==> src/rtl/pipe_perf_mon.sv <==
`default_nettype none
// ============================================================================
// Module      : pipe_perf_mon
// Description : Pipeline hazard/performance monitor: free-running cycle
//               counter, per-event counters with wrap/saturate overflow,
//               registered read port and an optional timestamped trace FIFO
//               (built when PERF_TRACE_EN is defined).
// Revision    : 1.0 - initial release
// ============================================================================
module pipe_perf_mon #(
    parameter int NUM_EVT     = 6,
    parameter int CNT_W       = 32,
    parameter int SAT         = 0,
    parameter int TRACE_DEPTH = 16
) (
    input  logic                  clk,
    input  logic                  rstn,
    input  logic                  en_i,
    input  logic                  clr_i,
    input  logic [NUM_EVT-1:0]    evt_i,
    input  logic [4:0]            sel_i,
    output logic [CNT_W-1:0]      rd_data_o,
    output logic [NUM_EVT:0]      ovf_o,
    input  logic                  trace_pop_i,
    output logic                  trace_valid_o,
    output logic [16+NUM_EVT-1:0] trace_data_o,
    output logic                  trace_drop_o
);

    localparam int c_NUM_CNT = NUM_EVT + 1;

    // Index 0 is the cycle counter, index i+1 is event i.
    logic [CNT_W-1:0]     w_cnt [c_NUM_CNT];
    logic [c_NUM_CNT-1:0] w_ovf;
    logic [c_NUM_CNT-1:0] w_inc;
    logic [CNT_W-1:0]     w_rd;
    logic [CNT_W-1:0]     r_rd_data;

    assign w_inc = (en_i && !clr_i) ? {evt_i, 1'b1} : '0;

    for (genvar g = 0; g < c_NUM_CNT; g++) begin : g_cnt
        logic [CNT_W-1:0] r_val;
        logic             r_of;

        always_ff @(posedge clk) begin
            if (!rstn) begin
                r_val <= '0;
                r_of  <= 1'b0;
            end else if (clr_i) begin
                r_val <= '0;
                r_of  <= 1'b0;
            end else if (w_inc[g]) begin
                if (&r_val) begin
                    r_of  <= 1'b1;
                    r_val <= (SAT != 0) ? r_val : '0;
                end else begin
                    r_val <= r_val + 1'b1;
                end
            end
        end

        assign w_cnt[g] = r_val;
        assign w_ovf[g] = r_of;
    end

    always_comb begin
        w_rd = '0;
        for (int k = 0; k < c_NUM_CNT; k++) begin
            if (sel_i == k[4:0]) begin
                w_rd = w_cnt[k];
            end
        end
    end

    always_ff @(posedge clk) begin
        if (!rstn) begin
            r_rd_data <= '0;
        end else begin
            r_rd_data <= w_rd;
        end
    end

    assign rd_data_o = r_rd_data;
    assign ovf_o     = w_ovf;

`ifdef PERF_TRACE_EN
    localparam int                  c_AW   = $clog2(TRACE_DEPTH);
    localparam int                  c_TW   = 16 + NUM_EVT;
    localparam logic [c_AW:0]       c_FULL = (c_AW + 1)'(TRACE_DEPTH);

    logic [c_TW-1:0] r_mem [TRACE_DEPTH];
    logic [c_AW-1:0] r_wptr;
    logic [c_AW-1:0] r_rptr;
    logic [c_AW:0]   r_count;
    logic            r_drop;
    logic [15:0]     w_ts;
    logic            w_full;
    logic            w_empty;
    logic            w_pop_ok;
    logic            w_push_try;
    logic            w_push_ok;

    if (CNT_W >= 16) begin : g_ts_wide
        assign w_ts = w_cnt[0][15:0];
    end else begin : g_ts_narrow
        assign w_ts = {{(16 - CNT_W){1'b0}}, w_cnt[0]};
    end

    assign w_full     = (r_count == c_FULL);
    assign w_empty    = (r_count == '0);
    // Pops are frozen along with everything else while the monitor is disabled.
    assign w_pop_ok   = en_i && trace_pop_i && !w_empty;
    assign w_push_try = en_i && (|evt_i);
    assign w_push_ok  = w_push_try && (!w_full || w_pop_ok);

    always_ff @(posedge clk) begin
        if (!rstn) begin
            r_wptr  <= '0;
            r_rptr  <= '0;
            r_count <= '0;
            r_drop  <= 1'b0;
        end else begin
            if (w_push_ok) begin
                r_wptr <= r_wptr + 1'b1;
            end
            if (w_pop_ok) begin
                r_rptr <= r_rptr + 1'b1;
            end
            if (w_push_ok && !w_pop_ok) begin
                r_count <= r_count + 1'b1;
            end else if (!w_push_ok && w_pop_ok) begin
                r_count <= r_count - 1'b1;
            end
            if (w_push_try && !w_push_ok) begin
                r_drop <= 1'b1;
            end
        end
    end

    // Storage is not reset; the empty gate on the output keeps reset values at 0.
    always_ff @(posedge clk) begin
        if (rstn && w_push_ok) begin
            r_mem[r_wptr] <= {w_ts, evt_i};
        end
    end

    assign trace_valid_o = !w_empty;
    assign trace_data_o  = w_empty ? '0 : r_mem[r_rptr];
    assign trace_drop_o  = r_drop;
`else
    localparam int c_unused_depth = TRACE_DEPTH;
    logic          w_unused_pop;

    assign w_unused_pop  = trace_pop_i;
    assign trace_valid_o = 1'b0;
    assign trace_data_o  = '0;
    assign trace_drop_o  = 1'b0;
`endif

endmodule
`default_nettype wire
==> config.mk <==
export PLATFORM = sky130hd
export DESIGN_NAME = pipe_perf_mon
export DESIGN_NICKNAME = d
export VERILOG_FILES = /design/src/rtl/pipe_perf_mon.sv
export SDC_FILE = /design/constraint.sdc
export NUM_CORES = 1
export LEC_CHECK = 0
export CORE_UTILIZATION = 57
export CTS_CLUSTER_SIZE = 12
export DETAILED_ROUTE_END_ITERATION = 10
export PLACE_DENSITY = 0.88
export SYNTH_ARGS = -nofsm -noshare
export SYNTH_HDL_FRONTEND = slang
export SYNTH_SLANG_ARGS = --single-unit
==> constraint.sdc <==
create_clock -name clk -period 2.91 [get_ports clk]
set_clock_uncertainty 0.2 [all_clocks]
set_input_delay 0.7275 -clock clk [delete_from_list [all_inputs] [get_ports clk]]
set_output_delay 0.7275 -clock clk [all_outputs]
set_load 0.05 [all_outputs]
==> flow_summary.yaml <==
synthesis:
  ys_warn_count: 0
  netlist_instances: 1511
  synthArstFlopShare_pct: 0
  synth-seq-cells: 263
  synth_top_area_share_pct: 40.6
  yosysUniqueCellTypes: 67
  yosysSeqAreaShare_pct: 40.6
  synthFlopType: "dfxtp_1"
  synthesis.area_sq_um: 13000
  synth_edf_count: 0
  syn_area_per_cell_sq_um: 8.58
  synthTopCellsByArea: "dfxtp_1, xor2_1, nor2_1"
  yosys.area.top_type: "dfxtp_1"
route:
  wire_per_inst_um: 20.7
  drc: 0
  antenna_left: 0
  drt_iter0_drc: 1533
  vias: 12300
  drt_wl_total_um: 39800
  dr.pass1.iters: 8
  vias_per_cell: 6.37
timing:
  final-setup-viol-count: 0
  slew_headroom_pct: 52.7
  finalCriticalPeriod_ns: 2.63
  final_hold_viol_count: 0
  period_share_pct: 90.5
  max_freq_mhz: 380
  worst_slew_pin_slew_ns: 0.703
  drv_slew: 0
  holdWs_ns: 0.274
  rsz0062_at_grt: "no"
  worst_slack_ns: 0.275
setup_path:
  crit_buf_inv: 1
  cpPeakStageDelay_ns: 0.82
  crit_required_ns: 1.98
  cp-end-kind: "output port"
  worstSetupPathType: "flip-flop to output port"
  crit_path_top_delay_cell: "clkdlybuf4s50_1"
  arrival_ns: 1.71
  cp_top_family: "buffers and inverters"
  crit_fanout: 2
  cp_cell_sequence: "clkdlybuf4s50_1"
  worst_setup_path_start_kind: "flip-flop"
global_routing:
  grt_pass1_wl_um: 62400
  grt_max_degree: 32
  grt_usage_pct: 33.6
  antenna_found_initial: 0
  grt-ovfl-total: 0
  grt_pass1_vias: 11400
finish:
  stdcell_count: 1927
  nets: 1652
  syn_to_final_growth_pct: 18.4
  drive_above_1_share_pct: 12.0
  antenna_cells: 0
  design_area_sq_um: 15400
floorplan:
  die_area_sq_um: 23400
  die-height_um: 153
  die_w_um: 153
  start_util_pct: 58.7
  core_sq_um: 22100
  io_pins: 79
  rows: 54
cts:
  cts_buffer_depth: 3
  cts_setup_buffers: 0
  clk_latency_ns: 0.56
  cts_sinks: 263
  clkTransAtPathRegs_ns: 0.06
  cts_hold_buf: 0
  cts-resized-gates: 0
  clockRootBuffer: "clkbuf_16"
  numCtsBuffers: 28
  cts_htree_levels: 1
  tritoncts: "built"
placement:
  placed_cell_area_sq_um: 14400
  dp.cells: 1879
  port-buffer-count: 53
  gp_congestion: 0.982
  dpl_worst_slack_ns: -0.102
  hpwl_um: 28800
run:
  maxCapViolations: 0
power_and_ir_drop:
  comb_power_share_pct: 5.1
  leakagePower_nw: 5.22
  internal_power_mw: 5.91
  power.density_nw_per_um2: 499
  p_clk_share_pct: 47.8
  p_sw_mw: 1.75
  switching_share_pct: 22.8
  vdd_drop_max_uv: 592
  pwr-share-seq_pct: 47.2
run_status:
  status: "complete, no violations"
min_path:
  hp-class: "flip-flop to flip-flop"
path summary, 6_finish.rpt:
path	start	endpoint	slack [ns]	depth (start not counted)
setup reg to reg	g_cnt[3].r_val[14]	g_cnt[3].r_val[4]	0.43	6
hold / removal	g_cnt[5].r_of	g_cnt[5].r_of	0.27	1
hold reg to reg	g_cnt[5].r_of	g_cnt[5].r_of	0.27	1
setup / recovery	g_cnt[6].r_of	ovf_o[6]	0.28	1
logic make-up after synthesis:
group                      count (synthesis)  share of synthesized area [%]
xor gates and xnor gates                 187                           12.6
DFF                                      263                           40.6
adders and majority gates                  7                          0.675
other                                      1                         0.0289
AOI/OAI and AO/OA                        228                           12.1
and+or+nand+nor                          703                           29.0
buffers and inverters                    122                           4.91
synthesized netlist by cell type, drive strengths merged (21+ instances only):
cell type	n
dfxtp	263
nor4	30
o21ai	51
xnor2	65
nand2	93
buf	63
nor3	35
nand4	88
a21oi	54
nor2	230
nand3	84
or3	21
a22o	37
and3	36
xor2	122
and4	22
clkbuf	43
a221oi	50
layout make-up:
class                           instances  area, sq um
Inverter                               16         60.1
Clock buffer                           44          861
Clock inverter                          4         81.3
Fill cell                            1642         6740
Timing Repair Buffer                  171         1570
Tap cell                              280          350
Multi-Input combinational cell       1149         7170
Sequential cell                       263         5270
cells in the final DEF (no fill, tap or decap), drive strengths merged, types with 5 or more instances in the layout:
cell type	n
clkbuf	44
nand2	93
nand3b	7
a31oi	7
nor3b	7
a21oi	54
nor3	35
nor4	30
and3	36
dfxtp	263
nand3	84
xor2	122
inv	16
conb	24
o21ai	51
nor2b	8
nand4	88
o22ai	6
a221oi	50
or3	21
nor2	230
xnor2	65
and4	22
ha	7
and2	19
buf	118
clkdlybuf4s50	53
a22o	37
or4	5
per-stage QoR:
stage          util, %  total power, mW  setup TNS, ns
2_1_floorplan        -             3.94              0
3_3_place_gp      65.2             4.06          -1.80
3_5_place_dp      65.2             4.07          -5.35
4_1_cts           69.5             7.65              0
5_1_grt           69.5             7.83              0
6_report          69.5             7.66              0
power by group through the flow:
| stage | Combinational [mW] | Sequential (mW) | Clock (mW) |
|---|---|---|---|
| 5_1_grt | 0.402 | 3.61 | 3.81 |
| 6_report | 0.387 | 3.62 | 3.66 |
| 4_1_cts | 0.378 | 3.62 | 3.66 |
| 2_1_floorplan | 0.220 | 3.72 | 0 |
| 3_5_place_dp | 0.375 | 3.70 | 0 |
| 3_3_place_gp | 0.369 | 3.69 | 0 |
metal layers:
layer	GRT usage [%]	wire (um)
met5	0	0
met4	14.5	1990
met3	5.22	4140
met2	53.3	17700
met1	45.5	16000
registers in the layout, summed over array words and instances, names as in the netlist:
name / count
g_cnt.r_val: 224
rd_data_o: 32
g_cnt.r_of: 7
Power figures use the tool's default switching activity.
